===== src/rtl/ae_iir_pkg.sv =====
// Shared types and constants for the cascade SOS IIR coefficient path.
// Coefficients are signed Q2.(SOS_COF_WD-2); the unity value is the passthrough b0.
package ae_iir_pkg;

    localparam int SOS_COF_WD       = 16;
    localparam int SOS_COEF_PER_SEC = 5;
    localparam logic signed [SOS_COF_WD-1:0] SOS_COF_UNITY = SOS_COF_WD'(1 << (SOS_COF_WD - 2));

    typedef struct packed {
        logic signed [SOS_COF_WD-1:0] b0;
        logic signed [SOS_COF_WD-1:0] b1;
        logic signed [SOS_COF_WD-1:0] b2;
        logic signed [SOS_COF_WD-1:0] a1;
        logic signed [SOS_COF_WD-1:0] a2;
    } TYDE_SOS_COEFF_DATA_COF_WD;

    typedef enum logic [1:0] {
        S_IDLE   = 2'd0,
        S_LOAD   = 2'd1,
        S_DRAIN  = 2'd2,
        S_COMMIT = 2'd3
    } loader_state_e;

    function automatic TYDE_SOS_COEFF_DATA_COF_WD sos_passthrough();
        TYDE_SOS_COEFF_DATA_COF_WD c;
        c    = '0;
        c.b0 = SOS_COF_UNITY;
        return c;
    endfunction

endpackage


===== src/rtl/sos_coeff_bank.sv =====
// Shadow/active coefficient arrays: words land in the shadow bank, commit_i copies it whole
// to the active bank in one cycle (output registered). No backpressure; both reset to passthrough.
module sos_coeff_bank
    import ae_iir_pkg::*;
#(
    parameter int IIR_SOS_NUM = 4,
    parameter int COF_WD      = SOS_COF_WD,
    parameter int SEC_W       = $clog2(IIR_SOS_NUM + 1)
) (
    input  logic                      clk_i,
    input  logic                      rst_ni,
    input  logic                      wr_en_i,
    input  logic [SEC_W-1:0]          wr_sec_i,
    input  logic [2:0]                wr_fld_i,
    input  logic [COF_WD-1:0]         wr_dat_i,
    input  logic                      commit_i,
    output TYDE_SOS_COEFF_DATA_COF_WD active_o [IIR_SOS_NUM:1]
);

    TYDE_SOS_COEFF_DATA_COF_WD r_shadow [IIR_SOS_NUM:1];
    TYDE_SOS_COEFF_DATA_COF_WD r_active [IIR_SOS_NUM:1];

    always_ff @(posedge clk_i or negedge rst_ni) begin
        if (!rst_ni) begin
            for (int s = 1; s <= IIR_SOS_NUM; s++) begin
                r_shadow[s] <= sos_passthrough();
                r_active[s] <= sos_passthrough();
            end
        end else begin
            if (wr_en_i) begin
                for (int s = 1; s <= IIR_SOS_NUM; s++) begin
                    if (wr_sec_i == SEC_W'(s)) begin
                        case (wr_fld_i)
                            3'd0:    r_shadow[s].b0 <= wr_dat_i;
                            3'd1:    r_shadow[s].b1 <= wr_dat_i;
                            3'd2:    r_shadow[s].b2 <= wr_dat_i;
                            3'd3:    r_shadow[s].a1 <= wr_dat_i;
                            3'd4:    r_shadow[s].a2 <= wr_dat_i;
                            default: ;
                        endcase
                    end
                end
            end
            // Whole-bank copy so the filter never sees a mix of old and new sections.
            if (commit_i) begin
                r_active <= r_shadow;
            end
        end
    end

    assign active_o = r_active;

endmodule


===== src/rtl/sos_coeff_loader.sv =====
// Frames 5*N coefficient words into a shadow bank and commits atomically; update_o 2 cycles after last word.
// s_ready_o drops only during the single commit cycle or while en_i is low; malformed frames pulse err_o.
module sos_coeff_loader
    import ae_iir_pkg::*;
#(
    parameter int IIR_SOS_NUM = 4,
    parameter int COF_WD      = SOS_COF_WD
) (
    input  logic                      clk_i,
    input  logic                      rst_ni,
    input  logic                      en_i,
    input  logic                      s_valid_i,
    output logic                      s_ready_o,
    input  logic [COF_WD-1:0]         s_data_i,
    input  logic                      s_last_i,
    output TYDE_SOS_COEFF_DATA_COF_WD coeff_sos_o [IIR_SOS_NUM:1],
    output logic                      update_o,
    output logic                      err_o,
    output logic                      busy_o
);

    localparam int              SEC_W     = $clog2(IIR_SOS_NUM + 1);
    localparam logic [SEC_W-1:0] SEC_FIRST = SEC_W'(1);
    localparam logic [SEC_W-1:0] SEC_LAST  = SEC_W'(IIR_SOS_NUM);
    localparam logic [2:0]       FLD_LAST  = 3'(SOS_COEF_PER_SEC - 1);

    loader_state_e    r_state;
    logic [SEC_W-1:0] r_sec;
    logic [2:0]       r_fld;
    logic             r_update;
    logic             r_err;
    logic             r_busy;

    logic w_accept;
    logic w_final;
    logic w_wr;
    logic w_commit;

    assign s_ready_o = en_i && (r_state != S_COMMIT);
    assign w_accept  = s_valid_i && s_ready_o;
    assign w_final   = (r_sec == SEC_LAST) && (r_fld == FLD_LAST);
    assign w_wr      = w_accept && ((r_state == S_IDLE) || (r_state == S_LOAD));
    assign w_commit  = en_i && (r_state == S_COMMIT);

    always_ff @(posedge clk_i or negedge rst_ni) begin
        if (!rst_ni) begin
            r_state  <= S_IDLE;
            r_sec    <= SEC_FIRST;
            r_fld    <= '0;
            r_update <= 1'b0;
            r_err    <= 1'b0;
            r_busy   <= 1'b0;
        end else begin
            r_update <= 1'b0;
            r_err    <= 1'b0;
            if (en_i) begin
                case (r_state)
                    S_IDLE: begin
                        // Counters already sit at section 1 / b0 here, so the first word lands there.
                        if (w_accept) begin
                            if (s_last_i) begin
                                r_err <= 1'b1;
                            end else begin
                                r_state <= S_LOAD;
                                r_busy  <= 1'b1;
                                r_fld   <= 3'd1;
                            end
                        end
                    end
                    S_LOAD: begin
                        if (w_accept) begin
                            if (w_final) begin
                                r_sec   <= SEC_FIRST;
                                r_fld   <= '0;
                                r_state <= s_last_i ? S_COMMIT : S_DRAIN;
                            end else if (s_last_i) begin
                                r_sec   <= SEC_FIRST;
                                r_fld   <= '0;
                                r_state <= S_IDLE;
                                r_busy  <= 1'b0;
                                r_err   <= 1'b1;
                            end else if (r_fld == FLD_LAST) begin
                                r_fld <= '0;
                                r_sec <= r_sec + SEC_W'(1);
                            end else begin
                                r_fld <= r_fld + 3'd1;
                            end
                        end
                    end
                    S_DRAIN: begin
                        if (w_accept && s_last_i) begin
                            r_state <= S_IDLE;
                            r_busy  <= 1'b0;
                            r_err   <= 1'b1;
                        end
                    end
                    S_COMMIT: begin
                        r_state  <= S_IDLE;
                        r_busy   <= 1'b0;
                        r_update <= 1'b1;
                    end
                    default: begin
                        r_state <= S_IDLE;
                        r_busy  <= 1'b0;
                    end
                endcase
            end
        end
    end

    sos_coeff_bank #(
        .IIR_SOS_NUM (IIR_SOS_NUM),
        .COF_WD      (COF_WD),
        .SEC_W       (SEC_W)
    ) u_bank (
        .clk_i    (clk_i),
        .rst_ni   (rst_ni),
        .wr_en_i  (w_wr),
        .wr_sec_i (r_sec),
        .wr_fld_i (r_fld),
        .wr_dat_i (s_data_i),
        .commit_i (w_commit),
        .active_o (coeff_sos_o)
    );

    assign update_o = r_update;
    assign err_o    = r_err;
    assign busy_o   = r_busy;

endmodule


===== config.mk =====
export PLATFORM = sky130hd
export DESIGN_NAME = sos_coeff_loader
export DESIGN_NICKNAME = d
export VERILOG_FILES = /design/src/rtl/ae_iir_pkg.sv /design/src/rtl/sos_coeff_bank.sv /design/src/rtl/sos_coeff_loader.sv
export SDC_FILE = /design/constraint.sdc
export NUM_CORES = 1
export LEC_CHECK = 0
export BUFFER_PORTS_ARGS = -buffer_cell sky130_fd_sc_hd__buf_2
export CAP_MARGIN = 25
export CORE_MARGIN = 2
export CORE_UTILIZATION = 30
export CTS_CLUSTER_SIZE = 30
export DETAILED_ROUTE_END_ITERATION = 8
export GPL_TIMING_DRIVEN = 0
export SYNTH_ARGS = -nofsm -noshare
export SYNTH_HDL_FRONTEND = slang
export SYNTH_SLANG_ARGS = --single-unit
export TNS_END_PERCENT = 5

===== constraint.sdc =====
create_clock -name clk_i -period 2.8 [get_ports clk_i]
set_clock_uncertainty 0.1 [all_clocks]
set_input_delay 0.56 -clock clk_i [delete_from_list [all_inputs] [get_ports clk_i]]
set_output_delay 0.56 -clock clk_i [all_outputs]
set_load 0.02 [all_outputs]

==> flow_metrics.py <==
metrics = {
    "floorplanning": {
        "start_util_pct": 30.3,
        "ios": 345,
        "die_w_um": 292,
        "die_area_sq_um": 85300,
        "fp.dieH_um": 292,
        "coreArea_sq_um": 82100,
        "placement_rows": 105,
    },
    "timing": {
        "maxSlewViolCount": 0,
        "fin_crit_sh_pct": 96.8,
        "finalSetupViolations": 0,
        "rsz0062_at_grt": "false",
        "hold_viol_final": 0,
        "fmax_ghz": 0.369,
        "tightest_slew_ps": 1020,
        "post-route-min-period_ps": 2710,
        "max-slew-margin-rel_pct": 31.8,
    },
    "layout": {
        "fin_nets": 1933,
        "final_area_sq_um": 30600,
        "drive_above_1_share_pct": 60.6,
        "syn2layout_area_growth_pct": 22.9,
        "fin_util_pct": 37.3,
        "diodes": 0,
    },
    "synthesis": {
        "synthAdderAreaFrac_pct": 0.502,
        "syn_inst": 1486,
        "synth_top_area_share_pct": 64.5,
        "synth_xor_area_share_pct": 0,
        "synth_cell_type_count": 45,
        "ys_ff_latch": 651,
        "yosys.area_share.simple_pct": 1.98,
        "synth_nets": 1517,
        "avgSynthCellArea_sq_um": 16.8,
        "synth_mux_area_share_pct": 29.2,
        "yosysWarnings": 0,
        "synthArstFlopShare_pct": 100,
        "synth_area_leaders": "dfrtp_1 65%, mux2_2 28%, dfstp_2 0.95%",
        "ys_seq_area_share_pct": 65.5,
        "synth_edf_count": 0,
        "netlist_area_sq_um": 24900,
        "synthTopCellsByCount": "642 x dfrtp_1, 629 x mux2_2, 38 x buf_2, 38 x clkbuf_1, 16 x buf_4",
        "synth_top_family_by_area": "multiplexers",
        "synth-main-ff-cell": "dfrtp_1",
        "yosysTopAreaCell": "dfrtp_1",
        "synth_compound_area_share_pct": 0.543,
        "synth.most_common_cell": "dfrtp_1",
    },
    "detailed_routing": {
        "met1_length_mm": 29.0,
        "vias": 14000,
        "drc": 0,
        "routedWlPerCell_um": 22.6,
        "vias_per_cell": 4.62,
        "met2_length_mm": 33.9,
        "top_layer": "met5",
        "final_antenna_net_count": 0,
        "totalWireLength_mm": 68.5,
        "drtIter0Drc": 510,
        "met3_wirelength_mm": 4.34,
        "firstDrtPassIters": 5,
    },
    "job": {
        "max-cap-violations": 0,
    },
    "clock_tree": {
        "clk_pin_slew_ps": 60,
        "numCtsBuffers": 74,
        "cts_root_buf": "clkbuf_16",
        "cts.sink_count": 651,
        "cts_tree": "yes",
        "insertion_delay_ps": 610,
        "ctsHtreeMaxLevel": 3,
        "cts_buffer_depth": 3,
    },
    "critical_path": {
        "reg2reg_slack_ps": 90,
        "cp-end-kind": "flop",
        "reg2reg_from": "r_sec[0]",
        "path_max_fanout": 10,
        "cpPeakStageDelay_ps": 800,
        "reg2reg_depth": 6,
        "crit_type": "flop to flop",
        "crit_chain": "inv_1 > ha_1 > nand2_2 > nor4_4 > buf_4 > mux2_2",
        "arrival_ps": 3080,
        "crit_required_ps": 3170,
        "worstSetupStartpointType": "flop",
        "worstReg2RegEnd": "u_bank.r_shadow[280]",
        "crit_path_top_delay_cell": "nor4_4",
    },
    "hold_path": {
        "min_to": "u_bank.r_shadow[37]",
        "hp-start": "s_data_i[5]",
        "hold_path_depth": 2,
        "min_path_type": "primary input to flop",
    },
    "power": {
        "ir_worst_vdd_mv": 0.387,
        "power_leakage_uw": 0.0163,
        "power_density_nw_per_um2": 681,
    },
    "placed_design": {
        "portBuffers": 326,
        "hpwl_mm": 48.9,
        "placedInstanceArea_sq_um": 28100,
        "gp_congestion": 0.767,
    },
    "global_route": {
        "grt_max_degree": 134,
        "overflow": 0,
        "antenna_found_initial": 4,
        "grt_pass1_vias": 15100,
        "grt_pass1_wl_mm": 101,
        "track_usage_pct": 16.1,
    },
    "status": {
        "status": "complete, no violations",
    },
}
## cell families (layout without fill, tap and decap cells)
kind of cell / after synthesis / count (layout)
AO/OA/AOI/OAI: 19 / 19
adder cells (fa/ha/maj): 10 / 10
buffers and inverters: 113 / 585
flip-flops: 651 / 651
multiplexers: 643 / 643
AND/OR/NAND/NOR: 50 / 50
## worst max path at each step
stage	from	endpoint	slack, ps	cells after the start
finish	r_sec[0]	u_bank.r_shadow[280]	90	6
global route	r_sec[0]	u_bank.r_shadow[282]	2	6
CTS	r_fld[0]	u_bank.r_shadow[245]	20	6
detailed placement	en_i	u_bank.active_o[157]	-170	5
global placement	rst_ni	u_bank.active_o[119]	-12010	1
floorplan	r_sec[2]	u_bank.r_shadow[229]	540	9
## layer usage
metal	vias to the layer above	global-route usage (%)
met3	90	4.42
met4	2	3.96
li1	6098	-
met1	7465	20.3
met2	320	27.3
met5	-	0
## placed cells by master (no fill, tap or decap), types with 4 or more instances in the layout
cell        synthesis  routed
dfrtp_1           642     642
buf_2              38     360
nor4_4              5       5
dfstp_2             9       9
ha_1               10      10
clkbuf_8            0      16
buf_4              16      18
nand2b_1            4       4
buf_6               5       7
a21oi_1             4       4
clkinv_2            0      14
and4_1              4       4
clkbuf_1           38      50
clkbuf_16           0      76
clkinvlp_4          0       5
buf_16              0       5
mux2_2            629     629
mux2_4             10      10
inv_1              13      13
buf_8               0       4
nor3_4              5       7
## where the power goes
| group | internal (uW) | leakage [uW] | switching [uW] |
|---|---|---|---|
| Sequential | 9920 | 0.00894 | 261 |
| Combinational | 495 | 0.00621 | 629 |
| Clock | 5650 | 0.00119 | 3880 |
| Total | 16100 | 0.0163 | 4770 |
## state kept, by name, indices dropped and copies added, names as in the netlist
register         cells
err_o                1
r_state              2
r_sec                3
u_bank.active_o    320
update_o             1
busy_o               1
u_bank.r_shadow    320
r_fld                3
## critical path: cells and delay by family (launching register included)
| family | cells | cell delay (ps) |
|---|---|---|
| AND/OR/NAND/NOR | 2 | 990 |
| buffers and inverters | 2 | 460 |
| flip-flops | 1 | 380 |
| multiplexers | 1 | 360 |
| adder cells (fa/ha/maj) | 1 | 290 |
## layout make-up
type	instances	area (sq um)
fillers	7714	51500
flip-flops and latches	651	16300
multi-input cells	722	8040
clock buffers	104	2150
repair buffers	340	1900
well taps	1070	1340
plain buffers	100	537
clock inverters	28	277
inverters	13	48.8
## repair_timing
| item | CTS | global route |
|---|---|---|
| setup endpoints to repair | 121 | 137 |
| cloned | 0 | 1 |
| gates resized for setup | 3 | 6 |
| buffers inserted | 0 | 3 |
| hold buffers | 1 | 0 |
| pin swaps | 1 | 2 |
| endpoints found under the hold margin | 92 | 0 |
## through the flow
| step | setup slack, ps | hold WS [ps] | TNS [ps] | total power [uW] | cells |
|---|---|---|---|---|---|
| after floorplan | 537 | 164 | 0 | 10900 | 1486 |
| after global placement | -12010 | 364 | -7773460 | 11400 | 2882 |
| after detailed placement | -167 | 375 | -10510 | 11500 | 2891 |
| after CTS | 18.1 | 146 | 0 | 21100 | 3024 |
| after global routing | 1.99 | 165 | 0 | 21700 | 3028 |
| final | 90.8 | 194 | 0 | 20800 | 3028 |
No activity file was read; power rests on OpenSTA's default activity.
